### config.mk
export PLATFORM = sky130hd
export DESIGN_NAME = snd_mixer_nch_flat
export DESIGN_NICKNAME = d
export VERILOG_FILES = /design/src/rtl/snd_mixer_pkg.sv /design/src/rtl/snd_mixer_nch_if.sv /design/src/rtl/snd_mixer_dcblock.sv /design/src/rtl/snd_mixer_nch.sv /design/src/flat_wrapper.sv
export SDC_FILE = /design/constraint.sdc
export NUM_CORES = 1
export LEC_CHECK = 0
export CAP_MARGIN = 15
export CORE_MARGIN = 4
export CORE_UTILIZATION = 53
export CTS_CLUSTER_SIZE = 28
export DETAILED_ROUTE_END_ITERATION = 16
export PLACE_DENSITY = 0.7
export SETUP_SLACK_MARGIN = 0.15
export SLEW_MARGIN = 20
export SYNTH_ARGS = -nofsm -noshare
export SYNTH_HDL_FRONTEND = slang
export SYNTH_HIERARCHICAL = 1
export SYNTH_SLANG_ARGS = --single-unit
### constraint.sdc
create_clock -name i_EMU_MCLK -period 10.7 [get_ports i_EMU_MCLK]
set_input_delay 1.07 -clock i_EMU_MCLK [delete_from_list [all_inputs] [get_ports i_EMU_MCLK]]
set_output_delay 1.07 -clock i_EMU_MCLK [all_outputs]
set_load 0.02 [all_outputs]
### src/rtl/snd_mixer_pkg.sv
// ----------------------------------------------------------------------------
// snd_mixer_pkg
// Shared types and helpers for the N-channel stereo mixer.
//   mix_state_t  : frame sequencer states
//   UNITY_GAIN   : reset/default gain code for the default GFRAC (0x40)
//   sat_ow()     : clamp a wide signed value to a signed range of 'ow' bits
// Optional feature macro used by the mixer: SND_MIXER_DCBLOCK_EN
// ----------------------------------------------------------------------------
package snd_mixer_pkg;

    typedef enum logic [2:0] {
        ST_IDLE,
        ST_LATCH,
        ST_MAC,
        ST_SCALE,
        ST_FILT,
        ST_OUT
    } mix_state_t;

    localparam int GFRAC_DEFAULT = 6;
    localparam int UNITY_GAIN    = 1 << GFRAC_DEFAULT;

    // Generic signed saturation; the caller truncates the result to 'ow' bits.
    function automatic logic signed [63:0] sat_ow(input logic signed [63:0] v,
                                                 input int                 ow);
        logic signed [63:0] hi;
        logic signed [63:0] lo;
        hi = (64'sd1 <<< (ow - 1)) - 64'sd1;
        lo = -hi - 64'sd1;
        if (v > hi)
            return hi;
        else if (v < lo)
            return lo;
        else
            return v;
    endfunction

endpackage

### src/rtl/snd_mixer_nch_if.sv
// ----------------------------------------------------------------------------
// snd_mixer_nch_if
// Sample, register-bus and status signals of the mixer.
//   i_SAMPLE_CEN   frame start strobe (1 clock wide)
//   i_CH_DATA      packed signed samples, ch0 in the LSBs
//   i_REG_WR/ADDR/DATA  gain write port, ADDR = {channel, side}, side 0=L 1=R
//   o_SND_L/R      registered signed mix
//   o_SAMPLE_VALID / o_CLIP / o_OVERRUN  one-cycle pulses
//   o_BUSY         frame in progress
// Modports: master (sound CPU / sources side), slave (mixer).
// ----------------------------------------------------------------------------
interface snd_mixer_nch_if #(
    parameter int NCH = 4,
    parameter int IW  = 16,
    parameter int GW  = 8,
    parameter int OW  = 16
);
    localparam int AW = $clog2(NCH) + 1;

    logic                  i_SAMPLE_CEN;
    logic [NCH*IW-1:0]     i_CH_DATA;
    logic                  i_REG_WR;
    logic [AW-1:0]         i_REG_ADDR;
    logic [GW-1:0]         i_REG_DATA;
    logic signed [OW-1:0]  o_SND_L;
    logic signed [OW-1:0]  o_SND_R;
    logic                  o_SAMPLE_VALID;
    logic                  o_CLIP;
    logic                  o_OVERRUN;
    logic                  o_BUSY;

    modport master (
        output i_SAMPLE_CEN, i_CH_DATA, i_REG_WR, i_REG_ADDR, i_REG_DATA,
        input  o_SND_L, o_SND_R, o_SAMPLE_VALID, o_CLIP, o_OVERRUN, o_BUSY
    );

    modport slave (
        input  i_SAMPLE_CEN, i_CH_DATA, i_REG_WR, i_REG_ADDR, i_REG_DATA,
        output o_SND_L, o_SND_R, o_SAMPLE_VALID, o_CLIP, o_OVERRUN, o_BUSY
    );

endinterface

### src/rtl/snd_mixer_dcblock.sv
// ----------------------------------------------------------------------------
// snd_mixer_dcblock
// One-pole DC blocker for one output side:
//   y[n] = x[n] - x[n-1] + y[n-1] - (y[n-1] >>> DCK)
// State kept at OW+2 bits, output re-saturated to OW bits and registered.
// Ports: mclk, rst (async, active high), en (advance one sample), x (input
// sample), y (registered output), clip (output re-saturation happened).
// Instantiated only when SND_MIXER_DCBLOCK_EN is defined.
// ----------------------------------------------------------------------------
module snd_mixer_dcblock
    import snd_mixer_pkg::*;
#(
    parameter int OW  = 16,
    parameter int DCK = 8
) (
    input  logic                 mclk,
    input  logic                 rst,
    input  logic                 en,
    input  logic signed [OW-1:0] x,
    output logic signed [OW-1:0] y,
    output logic                 clip
);
    localparam int SW = OW + 2;

    logic signed [SW-1:0] x_d;
    logic signed [SW-1:0] y_d;
    logic signed [63:0]   y_w;
    logic signed [63:0]   y_st;
    logic signed [63:0]   y_o;

    assign y_w  = 64'(x) - 64'(x_d) + 64'(y_d) - 64'(y_d >>> DCK);
    assign y_st = sat_ow(y_w, SW);
    assign y_o  = sat_ow(y_st, OW);

    always_ff @(posedge mclk or posedge rst) begin
        if (rst) begin
            x_d  <= '0;
            y_d  <= '0;
            y    <= '0;
            clip <= 1'b0;
        end else if (en) begin
            x_d  <= SW'(x);
            y_d  <= SW'(y_st);
            y    <= OW'(y_o);
            clip <= (y_o != y_st);
        end
    end

endmodule

### src/rtl/snd_mixer_nch.sv
// ----------------------------------------------------------------------------
// snd_mixer_nch
// N-channel stereo mixer: per-channel L/R gain, one multiplier per side
// time-multiplexed over the channels, arithmetic scale and output saturation.
// Ports:
//   i_EMU_MCLK  master clock, all logic on posedge
//   i_EMU_RST   asynchronous active-high reset
//   bus         snd_mixer_nch_if.slave (samples, gain writes, outputs/status)
// Optional feature: define SND_MIXER_DCBLOCK_EN to add a DC blocker per side
// after saturation (one extra cycle of latency).
//
// state    | meaning
// ---------+---------------------------------------------------------------
// IDLE     | waiting; a strobe here snapshots samples and copies the gains
// LATCH    | one bubble so the MAC starts from the registered snapshot
// MAC      | NCH cycles, channel k accumulated into both sides
// SCALE    | shift by GFRAC, saturate; result registered on leaving
// FILT     | DC blocker output settles (SND_MIXER_DCBLOCK_EN only)
// OUT      | outputs valid, VALID/CLIP high; strobes here are dropped
// ----------------------------------------------------------------------------
module snd_mixer_nch
    import snd_mixer_pkg::*;
#(
    parameter int NCH   = 4,
    parameter int IW    = 16,
    parameter int GW    = 8,
    parameter int GFRAC = GFRAC_DEFAULT,
    parameter int OW    = 16,
    parameter int DCK   = 8
) (
    input  logic        i_EMU_MCLK,
    input  logic        i_EMU_RST,
    snd_mixer_nch_if.slave bus
);
    localparam int AW   = $clog2(NCH) + 1;
    localparam int CW   = $clog2(NCH);
    localparam int ACCW = IW + GW + $clog2(NCH) + 1;
    localparam int PW   = IW + GW + 1;
    localparam logic [GW-1:0] UNITY = GW'(1 << GFRAC);

    mix_state_t state, state_nx;

    logic [CW-1:0]        k;
    logic [GW-1:0]        pend_l [NCH];
    logic [GW-1:0]        pend_r [NCH];
    logic [GW-1:0]        act_l  [NCH];
    logic [GW-1:0]        act_r  [NCH];
    logic signed [IW-1:0] x_snap [NCH];
    logic signed [ACCW-1:0] acc_l, acc_r;

    logic signed [OW-1:0] snd_l, snd_r;
    logic                 valid_q, clip_q, overrun_q, busy_q;

    logic [CW-1:0]        wr_ch;
    logic                 wr_ok;
    logic signed [PW-1:0] prod_l, prod_r;
    logic signed [63:0]   sh_l, sh_r, sat_l, sat_r;
    logic                 sat_hit;

    assign wr_ch = bus.i_REG_ADDR[AW-1:1];
    assign wr_ok = bus.i_REG_WR && (int'(wr_ch) < NCH);

    // Gain is unsigned: zero-extend before the signed multiply.
    assign prod_l = x_snap[k] * $signed({1'b0, act_l[k]});
    assign prod_r = x_snap[k] * $signed({1'b0, act_r[k]});

    assign sh_l    = 64'(acc_l >>> GFRAC);
    assign sh_r    = 64'(acc_r >>> GFRAC);
    assign sat_l   = sat_ow(sh_l, OW);
    assign sat_r   = sat_ow(sh_r, OW);
    assign sat_hit = (sat_l != sh_l) || (sat_r != sh_r);

`ifdef SND_MIXER_DCBLOCK_EN
    logic signed [OW-1:0] dc_l, dc_r;
    logic                 dc_clip_l, dc_clip_r;
    logic                 clip_pend;

    snd_mixer_dcblock #(.OW(OW), .DCK(DCK)) u_dc_l (
        .mclk (i_EMU_MCLK),
        .rst  (i_EMU_RST),
        .en   (state == ST_SCALE),
        .x    (OW'(sat_l)),
        .y    (dc_l),
        .clip (dc_clip_l)
    );

    snd_mixer_dcblock #(.OW(OW), .DCK(DCK)) u_dc_r (
        .mclk (i_EMU_MCLK),
        .rst  (i_EMU_RST),
        .en   (state == ST_SCALE),
        .x    (OW'(sat_r)),
        .y    (dc_r),
        .clip (dc_clip_r)
    );
`endif

    always_comb begin
        state_nx = state;
        unique case (state)
            ST_IDLE:  if (bus.i_SAMPLE_CEN) state_nx = ST_LATCH;
            ST_LATCH: state_nx = ST_MAC;
            ST_MAC:   if (k == CW'(NCH - 1)) state_nx = ST_SCALE;
`ifdef SND_MIXER_DCBLOCK_EN
            ST_SCALE: state_nx = ST_FILT;
`else
            ST_SCALE: state_nx = ST_OUT;
`endif
            ST_FILT:  state_nx = ST_OUT;
            ST_OUT:   state_nx = ST_IDLE;
            default:  state_nx = ST_IDLE;
        endcase
    end

    always_ff @(posedge i_EMU_MCLK or posedge i_EMU_RST) begin
        if (i_EMU_RST) begin
            state     <= ST_IDLE;
            k         <= '0;
            acc_l     <= '0;
            acc_r     <= '0;
            snd_l     <= '0;
            snd_r     <= '0;
            valid_q   <= 1'b0;
            clip_q    <= 1'b0;
            overrun_q <= 1'b0;
            busy_q    <= 1'b0;
`ifdef SND_MIXER_DCBLOCK_EN
            clip_pend <= 1'b0;
`endif
            for (int i = 0; i < NCH; i++) begin
                pend_l[i] <= UNITY;
                pend_r[i] <= UNITY;
                act_l[i]  <= UNITY;
                act_r[i]  <= UNITY;
                x_snap[i] <= '0;
            end
        end else begin
            state     <= state_nx;
            valid_q   <= 1'b0;
            clip_q    <= 1'b0;
            overrun_q <= bus.i_SAMPLE_CEN && (state != ST_IDLE);
            busy_q    <= (state_nx == ST_LATCH) || (state_nx == ST_MAC) ||
                         (state_nx == ST_SCALE) || (state_nx == ST_FILT);

            // Pending bank is always writable; the active copy below reads
            // the pre-edge pending value, so a coincident write waits a frame.
            if (wr_ok) begin
                if (bus.i_REG_ADDR[0])
                    pend_r[wr_ch] <= bus.i_REG_DATA;
                else
                    pend_l[wr_ch] <= bus.i_REG_DATA;
            end

            unique case (state)
                ST_IDLE: begin
                    if (bus.i_SAMPLE_CEN) begin
                        for (int i = 0; i < NCH; i++) begin
                            x_snap[i] <= $signed(bus.i_CH_DATA[i*IW +: IW]);
                            act_l[i]  <= pend_l[i];
                            act_r[i]  <= pend_r[i];
                        end
                        acc_l <= '0;
                        acc_r <= '0;
                        k     <= '0;
                    end
                end
                ST_MAC: begin
                    acc_l <= acc_l + ACCW'(prod_l);
                    acc_r <= acc_r + ACCW'(prod_r);
                    k     <= k + 1'b1;
                end
                ST_SCALE: begin
`ifdef SND_MIXER_DCBLOCK_EN
                    clip_pend <= sat_hit;
`else
                    snd_l   <= OW'(sat_l);
                    snd_r   <= OW'(sat_r);
                    valid_q <= 1'b1;
                    clip_q  <= sat_hit;
`endif
                end
`ifdef SND_MIXER_DCBLOCK_EN
                ST_FILT: begin
                    snd_l   <= dc_l;
                    snd_r   <= dc_r;
                    valid_q <= 1'b1;
                    clip_q  <= clip_pend || dc_clip_l || dc_clip_r;
                end
`endif
                default: ;
            endcase
        end
    end

    assign bus.o_SND_L        = snd_l;
    assign bus.o_SND_R        = snd_r;
    assign bus.o_SAMPLE_VALID = valid_q;
    assign bus.o_CLIP         = clip_q;
    assign bus.o_OVERRUN      = overrun_q;
    assign bus.o_BUSY         = busy_q;

endmodule

### src/flat_wrapper.sv
// flat-port wrapper written by rule: the top's interface ports become plain ports
module snd_mixer_nch_flat import snd_mixer_pkg::*;
#(
    parameter int NCH   = 4,
    parameter int IW    = 16,
    parameter int GW    = 8,
    parameter int GFRAC = GFRAC_DEFAULT,
    parameter int OW    = 16,
    parameter int DCK   = 8
)
  (i_EMU_MCLK, i_EMU_RST, bus_i_SAMPLE_CEN, bus_i_CH_DATA, bus_i_REG_WR, bus_i_REG_ADDR, bus_i_REG_DATA, bus_o_SND_L, bus_o_SND_R, bus_o_SAMPLE_VALID, bus_o_CLIP, bus_o_OVERRUN, bus_o_BUSY);
  snd_mixer_nch_if #(.NCH(NCH), .IW(IW), .GW(GW), .OW(OW)) bus_i ();
  input  logic i_EMU_MCLK;
  input  logic i_EMU_RST;
  input wire logic [$bits(bus_i.i_SAMPLE_CEN)-1:0] bus_i_SAMPLE_CEN;
  input wire logic [$bits(bus_i.i_CH_DATA)-1:0] bus_i_CH_DATA;
  input wire logic [$bits(bus_i.i_REG_WR)-1:0] bus_i_REG_WR;
  input wire logic [$bits(bus_i.i_REG_ADDR)-1:0] bus_i_REG_ADDR;
  input wire logic [$bits(bus_i.i_REG_DATA)-1:0] bus_i_REG_DATA;
  output wire logic [$bits(bus_i.o_SND_L)-1:0] bus_o_SND_L;
  output wire logic [$bits(bus_i.o_SND_R)-1:0] bus_o_SND_R;
  output wire logic [$bits(bus_i.o_SAMPLE_VALID)-1:0] bus_o_SAMPLE_VALID;
  output wire logic [$bits(bus_i.o_CLIP)-1:0] bus_o_CLIP;
  output wire logic [$bits(bus_i.o_OVERRUN)-1:0] bus_o_OVERRUN;
  output wire logic [$bits(bus_i.o_BUSY)-1:0] bus_o_BUSY;
  assign bus_i.i_SAMPLE_CEN = bus_i_SAMPLE_CEN;
  assign bus_i.i_CH_DATA = bus_i_CH_DATA;
  assign bus_i.i_REG_WR = bus_i_REG_WR;
  assign bus_i.i_REG_ADDR = bus_i_REG_ADDR;
  assign bus_i.i_REG_DATA = bus_i_REG_DATA;
  assign bus_o_SND_L = bus_i.o_SND_L;
  assign bus_o_SND_R = bus_i.o_SND_R;
  assign bus_o_SAMPLE_VALID = bus_i.o_SAMPLE_VALID;
  assign bus_o_CLIP = bus_i.o_CLIP;
  assign bus_o_OVERRUN = bus_i.o_OVERRUN;
  assign bus_o_BUSY = bus_i.o_BUSY;
  snd_mixer_nch #(.NCH(NCH), .IW(IW), .GW(GW), .GFRAC(GFRAC), .OW(OW), .DCK(DCK)) u_core (.i_EMU_MCLK(i_EMU_MCLK), .i_EMU_RST(i_EMU_RST), .bus(bus_i));
endmodule
-- Word-level counts from Yosys, hierarchy flattened
Index checks and enable logic that the tools add are counted.
- bits in registers: 287
- input bits: 79
- word-level logic and storage cells: 98
- output and inout bits: 36
- magnitude comparators: 7
- eq/ne operators: 12
- multiply operators: 2
- add/sub/neg operators: 3
- bitwise gates (word level): 3
- multiplexer cells: 27
- reduce and logical (&&, ||, !) cells: 14
- operators by type and width (cell ; count):
    2-to-1 mux 64 bit ; 4
    inequality test 64 x 21 -> 1 bit ; 2
    case mux 27 bit (2 select lines) ; 2
    bitwise mux 32 bit ; 2
    adder 27 x 25 -> 27 bit ; 2
    multiplier 16 x 9 -> 25 bit ; 2
    > comparator 21 x 16 -> 1 bit, second input constant ; 2
    < comparator 21 x 16 -> 1 bit, second input constant ; 2
    2-to-1 mux 8 bit ; 5
    binary-select mux 16 bit (select 2 bit) ; 1
    binary-select mux 8 bit (select 2 bit) ; 2
    2-to-1 mux 16 bit ; 2
    2-to-1 mux 27 bit ; 1
    demux 8 bit (select 2 bit) ; 1
    equality test 3 x 2 -> 1 bit, second input constant ; 4
    case mux 3 bit (4 select lines) ; 1
    AND reduction 2 bit ; 4
    equality test 3 x 1 -> 1 bit, second input constant ; 2
    equality test 3 bit, second input constant ; 2
    greater-or-equal comparator 3 bit, second input constant ; 2
    2-to-1 mux 3 bit ; 2
    inverter 2 -> 3 bit ; 2
    logical OR 1 bit ; 4
    case mux 2 bit (2 select lines) ; 1
    12 further kinds ; 14

-- Depth between registers and ports, before layout
- word-level depth: 7
- mapped depth: 26

-- Worst setup path after synthesis
Ideal clock, no wire load.
- path kind: register to register
- from: register u_core.k[1]
- to: register u_core.acc_r[25]
- buffers on the path: 3
- period minus slack after synthesis: 6.178 ns
- setup slack: 4.522 ns
- arrival: 6.057 ns
- stages on the path, launching flop included: 22
- cell sequence: dfrtp_1 -> clkbuf_1 -> buf_2 -> buf_2 -> mux2_2 -> o21ai_1 -> nor2_1 -> fa_1 -> fa_1 -> fa_1 -> fa_1 -> inv_1 -> fa_1 -> inv_1 -> ha_1 -> a21o_1 -> a21oi_1 -> and2b_1 -> o21ai_4 -> a211oi_1 -> or3_1 -> a32o_1
- word-level cells in the longest chain between the ends: 7
- elaborated cells between the ends (all ways): 10
- classes of those cells: 1 x add/sub; 1 x mul; 7 x mux; 1 x bitwise
- ends and longest elaborated chain (element ; line ; text):
    start, declared ; snd_mixer_nch.sv:43 ; logic [CW-1:0] k;
    start signal, assigned ; snd_mixer_nch.sv:169 ; k <= k + 1'b1;
    inverter 2 -> 3 bit (implied by the code) * ; snd_mixer_nch.sv:65 ; assign prod_r = x_snap[k] * $signed({1'b0, act_r[k]});
    binary-select mux 16 bit (select 2 bit) / binary-select mux 8 bit (select 2 bit) (equally long branches) ; snd_mixer_nch.sv:65 ;
    2-to-1 mux 16 bit (implied by the code) / 2-to-1 mux 8 bit (equally long branches) (2 in a row) ; snd_mixer_nch.sv:65 ;
    multiplier 16 x 9 -> 25 bit * ; snd_mixer_nch.sv:65 ;
    adder 27 x 25 -> 27 bit * ; snd_mixer_nch.sv:168 ; acc_r <= acc_r + ACCW'(prod_r);
    case mux 27 bit (2 select lines) * ; snd_mixer_nch.sv:153 ; unique case (state)
    end signal, assigned ; snd_mixer_nch.sv:168 ;
    end, declared ; snd_mixer_nch.sv:49 ; logic signed [ACCW-1:0] acc_l, acc_r;
Every way passes the cells marked *; elsewhere a longest branch is shown, timed or not. The select of a mux whose other input is x is not followed.
A chain may end at the register's enable or synchronous reset.

-- Final worst setup path
- from: register u_core.k[1]
- to: register u_core.acc_r[22]
The elaborated chain is that of the path after synthesis.

==> results.txt <==
----------------------------------------------------
[Worst setup path]
  Family with the most delay on the worst path ... adder cells
  Worst path slowest cell ... sky130_fd_sc_hd__o21ai_1
  Critical path, cell by cell ... buf_4, mux2_2, o21ai_1, nor2_1, fa_1, fa_1, inv_1, fa_1, inv_1, fa_1, inv_1, fa_1, inv_1, ha_1, a21oi_1, o211ai_1, a21oi_1, a21oi_1, a211oi_2, o21ai_0, a211o_1
  Critical Path RT ... 11.14 ns
  Most repeated library cell on the critical path ... sky130_fd_sc_hd__fa_1
  Path length in cells of the critical path ... 21
  Number of buffer and inverter instances along the worst setup path ... 5
  Endpoint class of the critical path ... flop
  Critical Setup Path Class ... reg -> reg
  Worst-path maximum fanout ... 20
  Delay contributed by the slowest stage of the critical path ... 0.75 ns
  Sort of element at the start of the critical path ... flop
  Arrival @ worst endpoint ... 7.50 ns
  Reg2reg path depth ... 21

[Die]
  Die extent in x ... 217 µm
  Initial Util ... 0.537
  Row count ... 76
  Number of placed I/O pins ... 115
  Core ar. ... 43200 µm²
  Die area ... 47100 µm²
  Die span in y ... 217 µm

[Global route]
  Overflow left after global routing ... 0
  Number of antenna violations at the first check in global routing ... 0
  Wire length of the first global-routing pass ... 91.3 mm
  Number of global-route vias before repair ... 17100
  Aggregate global-route resource usage ... 0.240
  Pin count of the biggest net entering global routing ... 178

[Detailed routing]
  Drt first-iter violations ... 1169
  Routed wire length ... 55.3 mm
  First-pass iteration count of the detailed router ... 5
  Antenna-violating nets left ... 0
  Total vias in the final route ... 16200
  Wire per inst ... 18.7 µm
  Post-route DRC ... 0
  Via/cell ratio ... 5.45

[Timing]
  Accumulated negative setup slack ... 0 ns
  Number of pins with negative max-slew slack in the final report ... 0
  Final hold violations ... 0
  Final worst-path cycle share ... 0.660
  Unrepaired setup endpoints after global routing ... no
  Normalized max-slew margin ... 0.325
  Tightest Pin Transition ... 1.01 ns
  Final worst slack ... 3.64 ns
  Final worst clock skew ... 0.0264 ns
  Min Tclk post-route ... 7.06 ns
  Count of final setup violators ... 0
  Achievable Freq ... 142 MHz

[Synth]
  Number of enable flip-flop cells after synthesis ... 0
  Fraction of the yosys area taken by sequential cells ... 0.311
  Number of synthesis warnings ... 6
  Synth async-reset ratio ... 1.00
  Netlist cell types ... 68
  Count of state elements after synthesis ... 287
  Cell Area, Synth ... 23200 µm²
  Top cells by area in the synthesized netlist ... sky130_fd_sc_hd__dfrtp_1 29%, sky130_fd_sc_hd__fa_1 22%, sky130_fd_sc_hd__mux2_2 11%
  Yosys top cell area share ... 0.293
  Synthesized instance count ... 2274
  Cell type with the largest total area after synthesis ... sky130_fd_sc_hd__dfrtp_1
  Dominant register cell in the synthesized netlist ... sky130_fd_sc_hd__dfrtp_1
  Mean post-synth cell area ... 10.2 µm²
  Net count after synthesis ... 2728

[Clocking]
  Source-to-sink clock delay at the later pin of the worst-skew pair ... 0.56 ns
  Buffers inserted during post-CTS setup optimization ... 0
  Clock Path Buffers ... 3
  Gates resized, CTS repair ... 0
  # clock sinks ... 287
  Number of levels in the clock H-tree ... 2
  TritonCTS clock tree ... yes
  Post-CTS Hold Buffers ... 0
  TritonCTS Buffers ... 34
  Clock transition at the registers of the reported paths ... 0.06 ns
  Root buffer cell ... sky130_fd_sc_hd__clkbuf_16

[Min path]
  Worst Hold Path Cells ... 2
  Min-Delay Path Class ... reg -> reg

[Layout]
  Layout cells sized above 1 ... 0.144
  Number of fillers in the final layout ... 3685
  Non-filler instance count after layout ... 2966
  Total Nets Final ... 2811
  Area added between synthesis and finish ... 12.2%
  Diodes inserted ... 0

[Placement]
  Post-place setup slack ... 3.74 ns
  Number of buffers added on ports ... 114
  Cell total after placement ... 2906
  Routability congestion estimate from global placement ... 0.906
  Half-perimeter wire length after detailed placement ... 42.1 mm

[Run]
  Max capacitance violation total ... 0

[Outcome]
  Outcome ... complete, no violations

----------------------------------------------------
metrics by stage:
step	cell area [µm²]	hold slack [ns]	utilization
6_report	26000	0.473	0.602
5_1_grt	26000	0.506	0.602
4_1_cts	26000	0.482	0.602
2_1_floorplan	23200	0.456	-
3_3_place_gp	24900	0.463	0.576
3_5_place_dp	24900	0.469	0.577
worst min-delay path, stage by stage (launching register included):
cell and delay, ns:
sky130_fd_sc_hd__dfrtp_1 0.34, sky130_fd_sc_hd__nand2_1 0.04, sky130_fd_sc_hd__o21ai_0 0.06
layout by cell type, fill, tap and decap left out, types with 9 or more instances in the layout:
cell type / n
sky130_fd_sc_hd__nand2b_1: 16
sky130_fd_sc_hd__o21a_1: 27
sky130_fd_sc_hd__nand2_1: 231
sky130_fd_sc_hd__nor2_1: 163
sky130_fd_sc_hd__mux2i_1: 32
sky130_fd_sc_hd__nor3_1: 19
sky130_fd_sc_hd__xor2_1: 14
sky130_fd_sc_hd__clkbuf_16: 34
sky130_fd_sc_hd__dfrtp_1: 269
sky130_fd_sc_hd__a31oi_1: 9
sky130_fd_sc_hd__a21oi_1: 83
sky130_fd_sc_hd__clkdlybuf4s50_1: 114
sky130_fd_sc_hd__mux2_2: 217
sky130_fd_sc_hd__clkbuf_1: 9
sky130_fd_sc_hd__dfstp_2: 16
sky130_fd_sc_hd__nor2b_1: 12
sky130_fd_sc_hd__o21ai_1: 35
sky130_fd_sc_hd__o21ai_0: 70
sky130_fd_sc_hd__inv_1: 373
sky130_fd_sc_hd__a21o_1: 21
sky130_fd_sc_hd__nand4_1: 15
sky130_fd_sc_hd__xnor2_1: 20
sky130_fd_sc_hd__fa_1: 254
sky130_fd_sc_hd__nand3_1: 14
sky130_fd_sc_hd__ha_1: 121
sky130_fd_sc_hd__and2_1: 10
sky130_fd_sc_hd__buf_4: 24
Yosys cell counts, drive strengths merged, types with 5 or more instances:
library cell,instances
a21o,21
dfrtp,271
nand2,232
o22ai,7
mux4,7
dfstp,16
mux2i,32
and3,8
xor2,14
nor4,8
inv,374
nand2b,16
a21boi,6
buf,28
nor2b,12
or2,6
fa,254
a31oi,9
nor3,21
a21oi,87
o21a,27
nand4b,5
nand3,14
o31ai,7
nand4,15
ha,121
clkbuf,64
nor2,164
mux2,217
a211oi,9
and2,11
a22o,6
xnor2,20
o21ai,108
o211ai,8
cell families (layout without fill, tap and decap cells):
group / Yosys count / count (layout) / share of synthesized area
simple gates: 531 / 531 / 0.101
buf+inv: 466 / 573 / 0.0769
fa+ha+maj: 375 / 375 / 0.285
compound gates: 325 / 325 / 0.0871
flops: 287 / 287 / 0.311
mux: 256 / 256 / 0.126
xor+xnor: 34 / 34 / 0.0129
sequential cells by signal, indices dropped and copies added (netlist names):
name and flops:
u_core/act_l 32, u_core/acc_l 27, u_core/bus.o_BUSY 1, u_core/bus.o_CLIP 1, u_core/bus.o_SND_R 16, u_core/bus.o_SND_L 16
u_core/acc_r 27, u_core/pend_r 32, u_core/bus.o_SAMPLE_VALID 1, u_core/pend_l 32, u_core/x_snap 64, u_core/act_r 32
u_core/state 3, u_core/k 2, u_core/bus.o_OVERRUN 1
cell type report:
cell class / instances / area, µm² / area share
clock buffer: 49 / 967 / 0.0372
clock inverter: 11 / 124 / 0.00477
inverter: 374 / 1410 / 0.0543
multi-input combinational: 1521 / 14200 / 0.547
sequential: 287 / 7200 / 0.277
tap: 585 / 732 / 0.0282
timing repair buffer: 139 / 1340 / 0.0516
metal layers:
metal | vias to the layer above | part of all wire | global-route usage
met4 | 0 | 0.037 | 0.0865
met3 | 85 | 0.060 | 0.0405
met1 | 8027 | 0.46 | 0.348
met2 | 508 | 0.45 | 0.370
met5 | - | 0 | 0
li1 | 7557 | - | -
path summary, 6_finish.rpt:
| check | startpoint | endpoint | slack, ns |
|---|---|---|---|
| worst max-delay path | u_core/k[1] | u_core/acc_r[22] | 3.64 |
| worst min-delay path | u_core/bus.o_SND_R[1] | u_core/bus.o_SND_R[1] | 0.47 |
| worst max register to register | u_core/k[1] | u_core/acc_r[22] | 3.64 |
| worst min register to register | u_core/bus.o_SND_R[1] | u_core/bus.o_SND_R[1] | 0.47 |
| max in group asynchronous | i_EMU_RST | u_core/x_snap[5] | 8.19 |
| min in group asynchronous | i_EMU_RST | u_core/bus.o_SND_L[2] | 1.06 |
Power is not shown: default switching activity piles up to over one toggle a cycle in this logic, so the estimate is an artifact.
